<file path="config.mk">
export PLATFORM = sky130hd
export DESIGN_NAME = bcd_time_counter
export DESIGN_NICKNAME = d
export VERILOG_FILES = /design/src/rtl/bcd_time_counter.sv
export SDC_FILE = /design/constraint.sdc
export NUM_CORES = 1
export LEC_CHECK = 0
export ABC_AREA = 1
export CAP_MARGIN = 20
export CORE_UTILIZATION = 59
export DETAILED_ROUTE_END_ITERATION = 10
export PLACE_DENSITY = 0.86
export SLEW_MARGIN = 20
export SYNTH_ARGS = -nofsm -noshare
export SYNTH_HDL_FRONTEND = slang
export SYNTH_SLANG_ARGS = --single-unit
</file>
<file path="constraint.sdc">
create_clock -name clk_1Hz -period 4.7 [get_ports clk_1Hz]
set_clock_uncertainty 0.1 [all_clocks]
set_input_delay 0.705 -clock clk_1Hz [delete_from_list [all_inputs] [get_ports clk_1Hz]]
set_output_delay 0.705 -clock clk_1Hz [all_outputs]
set_load 0.01 [all_outputs]
</file>
<file path="src/rtl/bcd_time_counter.sv">
// BCD stopwatch/countdown core: MM:SS or HH:MM:SS with preset load, lap freeze,
// sticky expiry flag and a wrap pulse. All state advances on the 1 Hz edge.
module bcd_time_counter #(
  parameter int DIGITS = 4,
  parameter bit WRAP   = 1'b1
) (
  input  logic                clk_1Hz,
  input  logic                reset,
  input  logic                run,
  input  logic                dir,
  input  logic                clear,
  input  logic                load,
  input  logic [4*DIGITS-1:0] load_val,
  input  logic                lap,
  output logic [4*DIGITS-1:0] disp,
  output logic                expired,
  output logic                ovf
);

  localparam int W = 4 * DIGITS;

  if (DIGITS != 4 && DIGITS != 6) begin : g_bad_digits
    $error("bcd_time_counter: DIGITS must be 4 or 6");
  end

  // Tens-of-seconds and tens-of-minutes roll at 5; every other digit at 9.
  function automatic logic [3:0] digit_max(input int idx);
    return (idx == 1 || idx == 3) ? 4'd5 : 4'd9;
  endfunction

  logic [W-1:0] count_q, count_d;
  logic [W-1:0] cap_q, cap_d;
  logic         lap_q, lap_d;
  logic         expired_q, expired_d;
  logic         ovf_q, ovf_d;
  logic         carry;
  logic         at_max;
  logic         at_zero;
  logic [3:0]   nib;

  always_comb begin
    count_d   = count_q;
    expired_d = expired_q;
    ovf_d     = 1'b0;
    carry     = 1'b1;
    at_max    = 1'b1;
    at_zero   = 1'b1;
    nib       = 4'd0;
    for (int i = 0; i < DIGITS; i++) begin
      at_max  = at_max & (count_q[4*i +: 4] == digit_max(i));
      at_zero = at_zero & (count_q[4*i +: 4] == 4'd0);
    end

    if (clear) begin
      count_d   = '0;
      expired_d = 1'b0;
    end else if (load) begin
      for (int i = 0; i < DIGITS; i++) begin
        nib = load_val[4*i +: 4];
        count_d[4*i +: 4] = (nib > digit_max(i)) ? digit_max(i) : nib;
      end
      expired_d = 1'b0;
    end else if (run) begin
      if (!dir) begin
        if (at_max) begin
          if (WRAP) begin
            count_d = '0;
            ovf_d   = 1'b1;
          end
        end else begin
          for (int i = 0; i < DIGITS; i++) begin
            if (carry) begin
              if (count_q[4*i +: 4] == digit_max(i)) begin
                count_d[4*i +: 4] = 4'd0;
              end else begin
                count_d[4*i +: 4] = count_q[4*i +: 4] + 4'd1;
                carry = 1'b0;
              end
            end
          end
        end
      end else if (!at_zero) begin
        // Borrow ripple; zero is a floor, never an underflow.
        for (int i = 0; i < DIGITS; i++) begin
          if (carry) begin
            if (count_q[4*i +: 4] == 4'd0) begin
              count_d[4*i +: 4] = digit_max(i);
            end else begin
              count_d[4*i +: 4] = count_q[4*i +: 4] - 4'd1;
              carry = 1'b0;
            end
          end
        end
        expired_d = expired_q | (count_d == '0);
      end
    end
  end

  always_comb begin
    lap_d = lap;
    cap_d = (lap && !lap_q) ? count_q : cap_q;
  end

  always_ff @(posedge clk_1Hz or negedge reset) begin
    if (!reset) begin
      count_q   <= '0;
      cap_q     <= '0;
      lap_q     <= 1'b0;
      expired_q <= 1'b0;
      ovf_q     <= 1'b0;
    end else begin
      count_q   <= count_d;
      cap_q     <= cap_d;
      lap_q     <= lap_d;
      expired_q <= expired_d;
      ovf_q     <= ovf_d;
    end
  end

  assign disp    = lap_q ? cap_q : count_q;
  assign expired = expired_q;
  assign ovf     = ovf_q;

endmodule

</file>
* Word-level counts from Yosys, hierarchy flattened
Cells that the tools add are included.
W data, S select, Z words.
** Cells by class
- Add/subtract/negate cells :: 8
- $lt $le $gt $ge :: 4
- Eq/ne operators :: 6
- Mux-type cells :: 95
- Bitwise logic cells :: 7
- Reductions and logical operators :: 17
** Operators by type and width (count)
- $mux W4 :: 38
- $mux W16 :: 7
- $mux W1 :: 50
- $add A4 B1 Y4 const B :: 4
- $logic_not A16 Y1 :: 1
- $logic_not A4 Y1 :: 4
- $sub A4 B1 Y4 const B :: 4
- $reduce_bool A5 Y1 :: 3
- $reduce_and A3 Y1 :: 4
- $eq A4 B3 Y1 const B :: 2
- $eq A4 B4 Y1 const B :: 2
- $gt A4 B3 Y1 const B :: 2
- $gt A4 B4 Y1 const B :: 2
- $and A1 B1 Y1 :: 6
- $reduce_bool A3 Y1 :: 2
- $ne A4 B4 Y1 const B :: 1
- $ne A3 B3 Y1 const B :: 1
- $reduce_and A2 Y1 :: 1
- $logic_and A1 B1 Y1 :: 1
- $logic_not A1 Y1 :: 1
- $or A1 B1 Y1 :: 1
** Word-level totals
- Bits in registers :: 35
- Input port bits :: 23
- Logic and storage cells :: 145

* Logic depth before layout (Yosys ltp)
- Depth after elaboration :: 34
- Mapped depth :: 14
- Gate-level depth less buffers :: 14

* Least setup slack after synthesis
Ideal clock, no wire load.
- Path type :: reg2reg
- From :: reg count_q[0]
- To :: reg count_q[11]
- Arrival :: 1.731 ns
- Path slack :: 2.744 ns
- Cell stages (with the launch flop) :: 14
- Path buffers :: 0
- Period minus slack after synthesis :: 1.956 ns
- Path through :: dfrtp_1 -> inv_1 -> ha_1 -> nand2_4 -> nor2_8 -> nand2_4 -> nor2_4 -> nand4_4 -> nand2_4 -> nor2_4 -> nand2_1 -> inv_1 -> nand2_1 -> o21ai_1
** On the way
- Cells in the longest elaborated chain, start to end :: 24
** RTL lines
- from (decl) :: line 31 : logic [W-1:0] count_q, count_d;
- from (signal assigned) :: line 112 : count_q <= count_d;
- $logic_not A4 Y1 :: line 51, 86
- $mux W1 :: line 86 : if (count_q[4*i +: 4] == 4'd0) begin
- $mux W1 :: line 82 : end else if (!at_zero) begin
- $mux W1 :: line 64 : if (!dir) begin
- $mux W1 :: line 63 : end else if (run) begin
- $mux W1 :: line 57 : end else if (load) begin
- $mux W1 :: line 54 : if (clear) begin
- $mux W1 :: line 85 : if (carry) begin
- [... 8 more ...]
- $mux W4 :: line 63
- $mux W4 :: line 57
- $mux W4 :: line 54
- $mux W16 :: line 82
- $mux W16 :: line 64
- $mux W16 :: line 63
- $mux W16 :: line 57
- $mux W16 :: line 54
Parallel ways exist; a longest one is shown, timed or not. The select of a mux whose other input is x is not followed.
A chain may end at the register's enable or synchronous reset.

* Final worst setup path
- From :: in dir
- To :: reg count_q[10]
** On the way
- Cells in the longest elaborated chain, start to end :: 4
** RTL lines
- from (decl) :: line 10 : input logic dir,
- $mux W16 :: line 64
- $mux W16 :: line 63
- $mux W16 :: line 57
- $mux W16 :: line 54
Parallel ways exist; a longest one is shown, timed or not. The select of a mux whose other input is x is not followed.

==> summary.md <==
| Metric | Value |
|---|---|
| Post-CTS setup buffer count | 0 |
| Drt initial violations | 234 |
| Area after DPL | between 3000 and 4000 um2 |
| # placed instances | 475 |
| Max-cap violations | 0 |
| First-pass GRT wire length | approximately 12000 um |
| Clock Sinks | 35 |
| Logic pwr share | 0.353 |
| Die X | 70.3 um |
| Worst-Margin Slew | 0.827 ns |
| Drt drc | 0 |
| Count of final hold-check violations | 0 |
| WP data arrival | roughly 2.9 ns |
| Via count | 2795 |
| # hold bufs at CTS | 0 |
| Final Max Slew Viols | 0 |
| FP Rows | 24 |
| Initial antenna violation count | 0 |
| Max IR drop VDD | 0.000145 V |
| Vias in the first global route | around 2400 |
| Yosys warning total | 0 |
| Chip Height | about 70 um |
| Sequential Power Share | 0.388 |
| HPWL after detailed placement | ~5000 um |
| Mapped Cells | a little under 400 |
| Fin cells | 483 |
| Most frequent cells in the layout | 113 x nand2_1, 56 x o21ai_0, 40 x clkdlybuf4s50_1 |
| Post_cts resized | 0 |
| Power per cell area | 298 nW/um2 |
| Max-Slew Margin vs Limit | 0.447 |
| Startpoint Class | primary input |
| Wirelength per Cell | 14.1 um |
| Count of cell types in the netlist | 40 |
| Clk Latency, worst-skew pair | 0.30 ns |
| Int Power | 0.000607 W |
| Top_reg_cell synth | dfrtp_1 |
| CP max FO | 18 |
| Root buffer cell | clkbuf_8 |
| Yosys top cell area share | 0.319 |
| Sequential share of the synthesized area | 0.319 |
| Area of the multi-input gates | 1660 um2 |
| Psw | 0.000360 W |
| Leakage | 1.47 nW |
| Initial Util | 0.623 |
| Yosys top cell by area | dfrtp_1 |
| Most common cell after layout, fill and taps aside | nand2_1 |
| Synth area leaders | dfrtp_1 32%, nand2_1 15%, o21ai_0 10% |
| EDFF count, synth | 0 |
| Final Cycle Share | 0.602 |
| Ports | 41 |
| Die area | ~4900 um2 |
| CTS Buffer Depth | 2 |
| RSZ-0062 raised after global routing | false |
| Clk slew on worst S/H paths | 0.07 ns |
| Post-synth ARST share | 1.00 |
| CTS tree | built |
| Min-Delay Path Class | reg2reg |
| Syn_nets | 433 |
| Antenna diode count | 0 |
| Initial DRT Pass Iterations | 5 |
| Post-route cell area | 3240 um2 |
| Sw frac | 0.373 |
| Synth-to-layout area growth | 18.0% |
| Final setup fails | 0 |
| All-layer global routing usage | 0.298 |
| Layout cells sized above 1 | 0.0626 |
| CTS buffer count | 5 |
| Core area | between 4000 and 5000 um2 |
| Layout fillers | around 360 |
| Syn_area_per_cell | 6.94 um2 |
| Routed Antenna Nets | 0 |
| Fmax | 0.353 GHz |
| Hold Slack | 0.389 ns |
| Vias per cell | roughly 5.8 |
| Sequential cell area | 876 um2 |
| Overflow after GRT | 0 |
| H-Tree Depth | 2 |
| Clock group share of total power | 0.259 |
| Largest net degree at the start of global routing | 36 |
| Tmin final | approximately 2.8 ns |
| I/O Buffers | 40 |
| Data required, critical path | 4.79 ns |
| Routability cong. | 0.975 |
| Setup CP Type | in2reg |
| Crit end category | flip-flop |
| Total Wirelength | 6820 um |
| Final TNS setup | 0 ns |
| Layout Nets | around 470 |
| Status | finished, final reports clean |
| Mapped Area | 2750 um2 |
| Yosys reg bits | 35 |
-- cells by family after synthesis --
family / synth area share
buffers and inverters: 0.0792
DFF: 0.319
AOI/OAI and AO/OA: 0.193
and+or+nand+nor: 0.332
adders and majority gates: 0.0637
xor gates and xnor gates: 0.0127
-- layer usage --
layer | share of wire | GRT usage | up-vias
met2 | 0.46 | 0.453 | 129
li1 | - | - | 1383
met4 | 0.019 | 0.0956 | 0
met3 | 0.069 | 0.0476 | 14
met5 | 0 | 0 | -
met1 | 0.45 | 0.432 | 1269
-- critical path, stage by stage --
cell and delay, ns:
clkdlybuf4s50_1 0.88, inv_1 0.41, nor2_1 0.28, nand4_4 0.13
nand2_4 0.15, nor2_4 0.06, nand2_1 0.11, inv_1 0.07
nand3_1 0.07, nand2_1 0.05
-- stage by stage --
step,total power (W),util,worst slack (ns)
6_report,0.000967,0.735,1.87
3_5_place_dp,0.000716,0.712,1.63
4_1_cts,0.000966,0.735,1.91
5_1_grt,0.00103,0.735,1.73
2_1_floorplan,0.000603,-,2.74
3_3_place_gp,0.000708,0.712,1.74
-- worst paths after layout --
path                            startpoint           to  slack (ns)  depth (start not counted)
min in group asynchronous            reset     cap_q[5]        0.72                          2
worst max register to register  count_q[0]  count_q[10]        2.30                         13
max in group asynchronous            reset    cap_q[12]        3.46                          2
worst min register to register    cap_q[9]     cap_q[9]        0.39                          2
worst min-delay path              cap_q[9]     cap_q[9]        0.39                          2
worst max-delay path                   dir  count_q[10]        1.87                         10
-- layout make-up --
class                   instances  share of cell area
multi-input cells             311               0.510
flip-flops and latches         35               0.270
well taps                      52              0.0201
repair buffers                 41               0.126
clock buffers                   8              0.0309
inverters                      36              0.0428
-- state kept, by name, summed over array words and instances, names as in the netlist --
register and count:
expired 1, ovf 1, count_q 16, lap_q 1
cap_q 16
-- power groups by stage --
| stage | logic, W | registers (W) | clock network, W |
|---|---|---|---|
| final | 0.000341 | 0.000375 | 0.000251 |
| after global routing | 0.000384 | 0.000381 | 0.000262 |
| after CTS | 0.000339 | 0.000374 | 0.000253 |
| after detailed placement | 0.000336 | 0.000380 | 0 |
| after global placement | 0.000330 | 0.000378 | 0 |
| after floorplan | 0.000240 | 0.000363 | 0 |
-- cells in the mapped netlist, types with 2 or more instances --
master / number
o21ai_0: 56
o211ai_1: 4
nor3_1: 4
xor2_1: 2
a21oi_2: 2
clkbuf_1: 7
ha_1: 14
nor2_1: 26
o31ai_1: 3
a31oi_1: 5
nand2_1: 113
inv_1: 32
nand3_1: 38
nor2_4: 4
o21a_1: 2
xnor2_1: 2
o21ai_1: 3
buf_1: 3
nand2_4: 4
or2_2: 2
buf_6: 2
nand4_1: 4
o22ai_1: 2
dfrtp_1: 35
a21oi_1: 12
No activity file was read; power rests on OpenSTA's default activity.
